$ cat src/rtl/cbm_synapse_accumulator_if.sv
// Handshake bundle between the neuron core and the synapse accumulator.
// Ports: state stream (BS), accumulation stream (AS), weight write channel.
interface cbm_synapse_accumulator_if #(
    parameter int NI = 1,
    parameter int NO = 1,
    parameter int NH = 4,
    parameter int WS = 8
);
    localparam int NS = NI + NO + NH;
    localparam int WA = $clog2(NS) + WS;
    localparam int WW = $clog2(NH * NS);

    logic                 iValid_BS;
    logic                 oReady_BS;
    logic [NH*3-1:0]      iData_BS;
    logic [NI+NO-1:0]     iData_X;
    logic                 oValid_AS;
    logic                 iReady_AS;
    logic [NH*WA-1:0]     oData_AS;
    logic                 iWValid;
    logic                 oWReady;
    logic [WW-1:0]        iWAddr;
    logic [WS-1:0]        iWData;

    modport slave (
        input  iValid_BS, iData_BS, iData_X, iReady_AS,
        input  iWValid, iWAddr, iWData,
        output oReady_BS, oValid_AS, oData_AS, oWReady
    );

    modport master (
        output iValid_BS, iData_BS, iData_X, iReady_AS,
        output iWValid, iWAddr, iWData,
        input  oReady_BS, oValid_AS, oData_AS, oWReady
    );
endinterface

$ cat src/rtl/cbm_synapse_accumulator.sv
// Signed synapse accumulator: acc[i] = sum_j (s[j] ? +w[i][j] : -w[i][j]).
// Ports: iCLK, iRST_N (async, active-low), bus (slave modport): state vector
// in (iValid_BS/oReady_BS/iData_BS/iData_X), lane sums out
// (oValid_AS/iReady_AS/oData_AS), weight writes (iWValid/oWReady/iWAddr/iWData).
// Option: CBM_SYNAPSE_DUAL_LANE_EN adds two sources per ACCUM cycle.
module cbm_synapse_accumulator #(
    parameter int NI = 1,
    parameter int NO = 1,
    parameter int NH = 4,
    parameter int WS = 8
) (
    input logic iCLK,
    input logic iRST_N,
    cbm_synapse_accumulator_if.slave bus
);
    localparam int NS = NI + NO + NH;
    localparam int WA = $clog2(NS) + WS;
    localparam int WW = $clog2(NH * NS);
    localparam int SW = $clog2(NS);
    localparam int NX = NI + NO;

    localparam logic [WS-1:0] WMIN  = {1'b1, {(WS-1){1'b0}}};
    localparam logic [WS-1:0] WMIN1 = {1'b1, {(WS-2){1'b0}}, 1'b1};

`ifdef CBM_SYNAPSE_DUAL_LANE_EN
    localparam logic [SW:0]   NSW  = (SW+1)'(NS);
    localparam logic [SW-1:0] STEP = SW'(2);
`else
    localparam logic [SW-1:0] STEP = SW'(1);
`endif

    typedef enum logic [1:0] {GET, ACCUM, PUT} state_t;

    state_t state, state_nxt;

    logic signed [WS-1:0] w [NH*NS];
    logic [NS-1:0]        src;
    logic [SW-1:0]        j;
    logic signed [WA-1:0] acc [NH];
    logic signed [WA-1:0] acc_nxt [NH];
    logic signed [WA-1:0] res [NH];
    logic                 last;
    logic                 take_bs;
    logic                 wr_hit;
    logic                 unused_bs;

    // Only the estt field of the core state is a source.
    assign unused_bs = ^bus.iData_BS[NH*3-1:NH];

    function automatic logic signed [WA-1:0] term(
        input logic s,
        input logic signed [WS-1:0] wv
    );
        logic signed [WA-1:0] e;
        e = {{(WA-WS){wv[WS-1]}}, wv};
        return s ? e : -e;
    endfunction

    function automatic logic [WW-1:0] waddr(input int i, input logic [SW:0] jj);
        return WW'(i * NS) + WW'(jj);
    endfunction

    always_comb begin
        logic [SW:0] j0;
`ifdef CBM_SYNAPSE_DUAL_LANE_EN
        logic [SW:0] j1;
`endif
        j0 = {1'b0, j};
`ifdef CBM_SYNAPSE_DUAL_LANE_EN
        j1 = j0 + (SW+1)'(1);
        last = (j0 + (SW+1)'(2)) >= NSW;
`else
        last = (j == SW'(NS - 1));
`endif
        for (int i = 0; i < NH; i++) begin
            acc_nxt[i] = acc[i] + term(src[j], w[waddr(i, j0)]);
`ifdef CBM_SYNAPSE_DUAL_LANE_EN
            // Odd source count: the final pair has no second term.
            if (j1 < NSW)
                acc_nxt[i] = acc_nxt[i] + term(src[j1[SW-1:0]], w[waddr(i, j1)]);
`endif
        end
    end

    always_ff @(posedge iCLK or negedge iRST_N) begin
        if (!iRST_N)
            state <= GET;
        else
            state <= state_nxt;
    end

    always_comb begin
        state_nxt     = state;
        bus.oReady_BS = 1'b0;
        bus.oWReady   = 1'b0;
        bus.oValid_AS = 1'b0;
        unique case (state)
            GET: begin
                bus.oReady_BS = 1'b1;
                bus.oWReady   = 1'b1;
                if (bus.iValid_BS)
                    state_nxt = ACCUM;
            end
            ACCUM: begin
                if (last)
                    state_nxt = PUT;
            end
            PUT: begin
                bus.oValid_AS = 1'b1;
                if (bus.iReady_AS)
                    state_nxt = GET;
            end
            default: state_nxt = GET;
        endcase
    end

    assign take_bs = bus.iValid_BS & bus.oReady_BS;
    assign wr_hit  = bus.iWValid & bus.oWReady &
                     ({1'b0, bus.iWAddr} < (WW+1)'(NH * NS));

    always_ff @(posedge iCLK or negedge iRST_N) begin
        if (!iRST_N) begin
            w   <= '{default: '0};
            acc <= '{default: '0};
            res <= '{default: '0};
            src <= '0;
            j   <= '0;
        end else begin
            // Most-negative weight is pulled in by one so |acc| fits WA bits.
            if (wr_hit)
                w[bus.iWAddr] <= (bus.iWData == WMIN) ? WMIN1 : bus.iWData;
            if (take_bs) begin
                src <= {bus.iData_BS[NH-1:0], bus.iData_X[NX-1:0]};
                j   <= '0;
                acc <= '{default: '0};
            end else if (state == ACCUM) begin
                acc <= acc_nxt;
                j   <= j + STEP;
                if (last)
                    res <= acc_nxt;
            end
        end
    end

    always_comb begin
        bus.oData_AS = '0;
        for (int i = 0; i < NH; i++)
            bus.oData_AS[i*WA +: WA] = res[i];
    end
endmodule
$ cat src/flat_wrapper.sv
// flat-port wrapper written by rule: the top's interface ports become plain ports
module cbm_synapse_accumulator_flat 
#(
    parameter int NI = 1,
    parameter int NO = 1,
    parameter int NH = 4,
    parameter int WS = 8
)
  (iCLK, iRST_N, bus_iValid_BS, bus_iData_BS, bus_iData_X, bus_iReady_AS, bus_iWValid, bus_iWAddr, bus_iWData, bus_oReady_BS, bus_oValid_AS, bus_oData_AS, bus_oWReady);
  cbm_synapse_accumulator_if #(.NI(NI), .NO(NO), .NH(NH), .WS(WS)) bus_i ();
  input logic iCLK;
  input logic iRST_N;
  input wire logic [$bits(bus_i.iValid_BS)-1:0] bus_iValid_BS;
  input wire logic [$bits(bus_i.iData_BS)-1:0] bus_iData_BS;
  input wire logic [$bits(bus_i.iData_X)-1:0] bus_iData_X;
  input wire logic [$bits(bus_i.iReady_AS)-1:0] bus_iReady_AS;
  input wire logic [$bits(bus_i.iWValid)-1:0] bus_iWValid;
  input wire logic [$bits(bus_i.iWAddr)-1:0] bus_iWAddr;
  input wire logic [$bits(bus_i.iWData)-1:0] bus_iWData;
  output wire logic [$bits(bus_i.oReady_BS)-1:0] bus_oReady_BS;
  output wire logic [$bits(bus_i.oValid_AS)-1:0] bus_oValid_AS;
  output wire logic [$bits(bus_i.oData_AS)-1:0] bus_oData_AS;
  output wire logic [$bits(bus_i.oWReady)-1:0] bus_oWReady;
  assign bus_i.iValid_BS = bus_iValid_BS;
  assign bus_i.iData_BS = bus_iData_BS;
  assign bus_i.iData_X = bus_iData_X;
  assign bus_i.iReady_AS = bus_iReady_AS;
  assign bus_i.iWValid = bus_iWValid;
  assign bus_i.iWAddr = bus_iWAddr;
  assign bus_i.iWData = bus_iWData;
  assign bus_oReady_BS = bus_i.oReady_BS;
  assign bus_oValid_AS = bus_i.oValid_AS;
  assign bus_oData_AS = bus_i.oData_AS;
  assign bus_oWReady = bus_i.oWReady;
  cbm_synapse_accumulator #(.NI(NI), .NO(NO), .NH(NH), .WS(WS)) u_core (.iCLK(iCLK), .iRST_N(iRST_N), .bus(bus_i));
endmodule
$ cat config.mk
export PLATFORM = sky130hd
export DESIGN_NAME = cbm_synapse_accumulator_flat
export DESIGN_NICKNAME = d
export VERILOG_FILES = /design/src/rtl/cbm_synapse_accumulator_if.sv /design/src/rtl/cbm_synapse_accumulator.sv /design/src/flat_wrapper.sv
export SDC_FILE = /design/constraint.sdc
export NUM_CORES = 1
export LEC_CHECK = 0
export CAP_MARGIN = 10
export CORE_ASPECT_RATIO = 1.2
export CORE_MARGIN = 2
export CORE_UTILIZATION = 35
export CTS_BUF_LIST = sky130_fd_sc_hd__clkbuf_4 sky130_fd_sc_hd__clkbuf_8
export DETAILED_ROUTE_END_ITERATION = 8
export PLACE_DENSITY_LB_ADDON = 0.08
export SLEW_MARGIN = 30
export SYNTH_ARGS = -nofsm -noshare
export SYNTH_HDL_FRONTEND = slang
export SYNTH_SLANG_ARGS = --single-unit
$ cat constraint.sdc
create_clock -name iCLK -period 9 [get_ports iCLK]
set_input_delay 1.8 -clock iCLK [delete_from_list [all_inputs] [get_ports iCLK]]
set_output_delay 1.8 -clock iCLK [all_outputs]
set_load 0.1 [all_outputs]
# ---- After elaboration in Yosys (flattened, before gate mapping)
# Cells that the tools add are included.
dict set report word_totals {
  elab_cells 108
  reg_bits 291
  inputBits 32
  out_inout_bits 47
}
dict set report classes {
  n_eq_ne 7
  order_cmp 8
  bitwise 9
  n_reduce_logical 5
  add_sub_neg 12
  n_mux 32
}
# op n
set op_table {}
lappend op_table {{192-bit bitwise mux} 1}
lappend op_table {{8-bit binary-select mux with 5-bit select} 4}
lappend op_table {{44-bit 2-to-1 mux} 2}
lappend op_table {{8-bit 2-to-1 mux} 10}
lappend op_table {{11-bit adder} 4}
lappend op_table {{11-bit 2-to-1 mux} 4}
lappend op_table {{8-bit negator with 11-bit output} 4}
lappend op_table {{8-bit demux with 5-bit select} 1}
lappend op_table {{6-bit greater-or-equal comparator, second input constant} 5}
lappend op_table {{5-bit NOT with 6-bit output} 4}
lappend op_table {{8-bit == test, second input constant} 1}
lappend op_table {{6-bit by 1-bit less-than comparator with 1-bit output, second input constant} 1}
lappend op_table {{2-bit 2-to-1 mux} 3}
lappend op_table {{3-bit 2-to-1 mux} 2}
lappend op_table {{3-bit NOT with 6-bit output} 1}
lappend op_table {{2-bit one-hot mux with 3 select lines} 1}
lappend op_table {{3-bit AND reduction} 2}
lappend op_table {{4-bit by 3-bit adder with 5-bit output, first input constant} 1}
lappend op_table {{5-bit by 3-bit adder with 5-bit output, first input constant} 1}
lappend op_table {{5-bit less-than comparator, second input constant} 1}
lappend op_table {{3-bit by 3-bit adder with 4-bit output, first input constant} 1}
lappend op_table {{3-bit by 4-bit less-than comparator with 1-bit output, second input constant} 1}
lappend op_table {{2-bit != test, second input constant} 2}
lappend op_table {{3-bit by 1-bit adder with 3-bit output, second input constant} 1}
lappend op_table {{other kinds (11)} 15}

# ---- Longest topological paths before layout
dict set report depth {
  depth_word 10
  ltp_mapped 23
}

# ---- Worst setup path after synthesis
# No wires, ideal clock.
dict set report synth_timing {
  path_type {reg-to-reg}
  from {register u_core.j[1]}
  to {register u_core.acc[32] (netlist bit)}
  required_time_ps 8926
  slack_ps 3389
  period_less_slack_ps 5611
  path_stages_with_launch 24
  arrival_ps 5536
  cell_sequence {dfrtp_1 -> buf_2 -> inv_2 -> buf_1 -> ha_1 -> buf_6 -> buf_6 -> buf_2 -> buf_1 -> mux4_2 -> nand2_1 -> nand2_1 -> o21ai_1 -> ha_1 -> or3b_4 -> o31ai_1 -> xnor2_1 -> ha_1 -> nor3_1 -> o211ai_1 -> a41o_1 -> or3_1 -> a211o_1 -> o21ai_2}
}
dict set report synth_between {
  elab_chain_cells 10
}
# item line_no
set synth_rtl {}
lappend synth_rtl {{start, declared} cbm_synapse_accumulator.sv:38} ;# logic [SW-1:0] j;
lappend synth_rtl {{start signal, assigned} cbm_synapse_accumulator.sv:138} ;# j <= j + STEP;
lappend synth_rtl {{3-bit by 3-bit adder with 4-bit output} cbm_synapse_accumulator.sv:60} ;# return WW'(i * NS) + WW'(jj);
lappend synth_rtl {{5-bit NOT with 6-bit output (not written as such)} cbm_synapse_accumulator.sv:76} ;# acc_nxt[i] = acc[i] + term(src[j], w[waddr(i, j0)]);
lappend synth_rtl {{8-bit binary-select mux with 5-bit select} cbm_synapse_accumulator.sv:76}
lappend synth_rtl {{8-bit 2-to-1 mux (not written as such) (2 in a row)} cbm_synapse_accumulator.sv:76}
lappend synth_rtl {{8-bit negator with 11-bit output} cbm_synapse_accumulator.sv:56} ;# return s ? e : -e;
lappend synth_rtl {{11-bit 2-to-1 mux *} cbm_synapse_accumulator.sv:56}
lappend synth_rtl {{11-bit adder *} cbm_synapse_accumulator.sv:76}
lappend synth_rtl {{44-bit 2-to-1 mux *} cbm_synapse_accumulator.sv:136} ;# end else if (state == ACCUM) begin
lappend synth_rtl {{44-bit 2-to-1 mux *} cbm_synapse_accumulator.sv:132} ;# if (take_bs) begin
lappend synth_rtl {{end signal, assigned} cbm_synapse_accumulator.sv:137} ;# acc <= acc_nxt;
lappend synth_rtl {{end, declared} cbm_synapse_accumulator.sv:39} ;# logic signed [WA-1:0] acc [NH];
# Every way passes the cells marked *; elsewhere a longest branch is shown, timed or not. The select of a mux whose other input is x is not followed.
# A chain may end at the register's enable or synchronous reset.

# ---- Final worst setup path
dict set report layout_timing {
  from {register u_core.j[2]}
  to {register u_core.acc[32] (netlist bit)}
}
# Same word-level chain as after synthesis.

==> summary.md <==
| Metric | Value |
|---|---|
| FF+latch area | 0.007287 sq mm |
| Synthesized area per cell | 12.29 sq um |
| Clk pin slew, worst setup/hold paths | 0.06 ns |
| Vias per inst | 5.229 |
| Die area | 0.04651 sq mm |
| Clk_lat worst skew | 0.62 ns |
| Ys async rst share | 100.0% |
| Largest delay share family, worst path | buffers and inverters |
| Crit path kind | flip-flop to flip-flop |
| H-tree depth | 2 |
| Vias in the first global route | 10620 |
| Largest net degree at the start of global routing | 159 |
| Core footprint | 0.04404 sq mm |
| Setup TNS | 0 ns |
| Tightest Pin Transition | 1.015 ns |
| WHS | 0.4758 ns |
| Die Y | 235.9 um |
| FF+latch count, synth | 291 |
| # port buffers | 70 |
| Die Wd | 197.2 um |
| Ports | 79 |
| Sink Count | 291 |
| Most frequent cell after synthesis | dfrtp_1 |
| Postcts setup bufs | 0 |
| GP Congestion | 0.7628 |
| Initial DRT Pass Iterations | 4 |
| RSZ-0062 raised after global routing | false |
| Post-cts resize count | 0 |
| Buf/Inv on CP | 4 |
| Critical path cell sequence | buf_4 > inv_1 > ha_2 > buf_4 > mux4_2 > mux2i_1 > mux2i_1 > inv_1 > ha_1 > or3b_4 > o31ai_1 > xnor2_1 > ha_1 > nor3_1 > o211ai_1 > a41o_1 > or3_1 > a211o_1 > o21ai_2 |
| Dpl hpwl | 26.55 mm |
| Critical Path Sink Type | flip-flop |
| Status | finished clean |
| Post-Route WL | 39.84 mm |
| First-pass GRT wire length | 63.40 mm |
| Register area share after synthesis | 46.44% |
| CTS root buffer | clkbuf_8 |
| Area of the multi-input gates | 0.008018 sq mm |
| Synthesized cell area | 0.01568 sq mm |
| Largest area contributor in the netlist | dfrtp_1 |
| WP data arrival | 6.41 ns |
| Syn. warnings | 0 |
| Tmin final | 5.870 ns |
| Placed Cells | 1853 |
| Crit Path Max Fanout | 36 |
| Post-Place Worst Slack | 3.015 ns |
| DRT iter0 DRCs | 466 |
| Routed Antenna Nets | 0 |
| Min-delay worst type | flip-flop to flip-flop |
| PnR worst setup slack | 3.130 ns |
| Setup violators final | 0 |
| Layout cells sized above 1 | 30.12% |
| Setup Skew | 0.02275 ns |
| Slowest CP cell | ha_2 |
| Congestion Overflow GR | 0 |
| Via count | 10190 |
| Filler instances | 4178 |
| Setup crit start kind | flip-flop |
| Total CTS buffers | 52 |
| Routed wire per std cell | 20.45 um |
| Max cap viols | 0 |
| Count of non-filler cells in the finished layout | 1948 |
| Fmax | 170.3 MHz |
| Tcrit/Tclk final | 65.23% |
| Hold buffers post-CTS | 0 |
| Initial core utilization | 35.60% |
| Synth cell types | 54 |
| Post-synth EDFFs | 0 |
| Post-Syn Nets | 1360 |
| Critical path's largest stage delay | 0.70 ns |
| Critical Path RT | 9.54 ns |
| Area fraction of the dominant cell type after synthesis | 46.44% |
| Primary FF master, synth | dfrtp_1 |
| Cells after synthesis | 1276 |
| CTS Buffer Depth | 3 |
| Layout Nets | 1433 |
| Worst relative slew slack | 32.11% |
| Max-slew violations | 0 |
| # DRC | 0 |
| Row cnt | 84 |
| Area delta synth->final | 15.59% |
| Initial antenna violation count | 1 |
| Top post-synthesis cells by area | dfrtp_1 (46%), mux2_2 (13%), mux4_2 (12%) |
| CTS tree | done |
| Hold Fails Final Rpt | 0 |
| Top cells by count, synth | dfrtp_1 (291), mux2_2 (184), nand2_1 (119) |
| Total GRT Usage | 17.70% |
-- state kept, by name (all words and copies together), names as in the netlist --
| register | flops |
|---|---|
| u_core.state | 2 |
| u_core.w | 192 |
| u_core.j | 3 |
| u_core.bus.oData_AS | 44 |
| u_core.src | 6 |
| u_core.acc | 44 |
-- worst reg2reg max path, delay by kind of cell, from the launching register on --
family | cells | cell delay [ns]
buffers and inverters | 4 | 1.36
adders and majority gates | 3 | 1.10
AOI/OAI and AO/OA | 5 | 1.09
and+or+nand+nor | 3 | 0.93
muxes | 3 | 0.86
DFF | 1 | 0.32
xor gates and xnor gates | 1 | 0.14
-- per-stage QoR --
| stage | util, % | instance area [sq um] |
|---|---|---|
| 6_report | 41.16 | 18120 |
| 3_3_place_gp | 38.46 | 16940 |
| 5_1_grt | 41.16 | 18120 |
| 3_5_place_dp | 38.48 | 16950 |
| 2_1_floorplan | - | 15680 |
| 4_1_cts | 41.09 | 18090 |
-- cells in the final DEF (no fill, tap or decap), drive strengths merged, types with 4 or more instances in the layout --
cell | synthesis | layout
clkinv | 0 | 7
o31ai | 7 | 7
nor2 | 76 | 76
a21o | 15 | 15
a41oi | 7 | 7
xnor2 | 35 | 35
dfrtp | 291 | 291
xor2 | 31 | 31
buf | 26 | 29
a31oi | 5 | 5
nand2 | 119 | 119
o21ai | 95 | 95
fa | 4 | 4
o211ai | 6 | 6
clkbuf | 49 | 80
mux2 | 184 | 184
mux4 | 81 | 81
nand3 | 32 | 32
o21bai | 5 | 5
nor3 | 13 | 13
clkdlybuf4s50 | 0 | 65
ha | 48 | 48
nand3b | 4 | 4
mux2i | 45 | 45
a21oi | 45 | 45
inv | 18 | 20
-- per-layer routing --
layer	GRT usage (%)	wire (um)	part of all wire [%]
met1	24.75	18890	47
met2	28.72	19020	48
met3	2.602	1113	2.8
met4	4.671	821	2.1
met5	0	0	0
-- path summary, 6_finish.rpt --
path | slack, ns | startpoint | endpoint | cells past startpoint
worst min register to register | 0.48 | u_core.bus.oData_AS[28] | u_core.bus.oData_AS[28] | 2
min in group asynchronous | 1.11 | iRST_N | u_core.bus.oData_AS[36] | 1
worst max-delay path | 3.13 | u_core.j[2] | u_core.acc[32] | 19
worst max register to register | 3.13 | u_core.j[2] | u_core.acc[32] | 19
worst min-delay path | 0.48 | u_core.bus.oData_AS[28] | u_core.bus.oData_AS[28] | 2
max in group asynchronous | 6.57 | iRST_N | u_core.w[157] | 3
-- area by class of cell --
class	count	area share [%]
Antenna cell	1	0.01381
Clock buffer	80	5.488
Clock inverter	13	0.8422
Inverter	18	0.3728
Multi-Input combinational cell	892	44.24
Sequential cell	291	40.21
Tap cell	559	3.859
Timing Repair Buffer	94	4.978
-- kinds of logic (layout without fill, tap and decap cells) --
family,after synthesis,count (layout),share of synthesized area (%)
other,0,1,0
buffers and inverters,93,205,2.681
DFF,291,291,46.44
xor gates and xnor gates,67,67,3.830
adders and majority gates,52,52,4.341
muxes,310,310,27.75
and+or+nand+nor,267,267,7.334
AOI/OAI and AO/OA,196,196,7.621
Power is not shown: default switching activity piles up to over one toggle a cycle in this logic, so the estimate is an artifact.
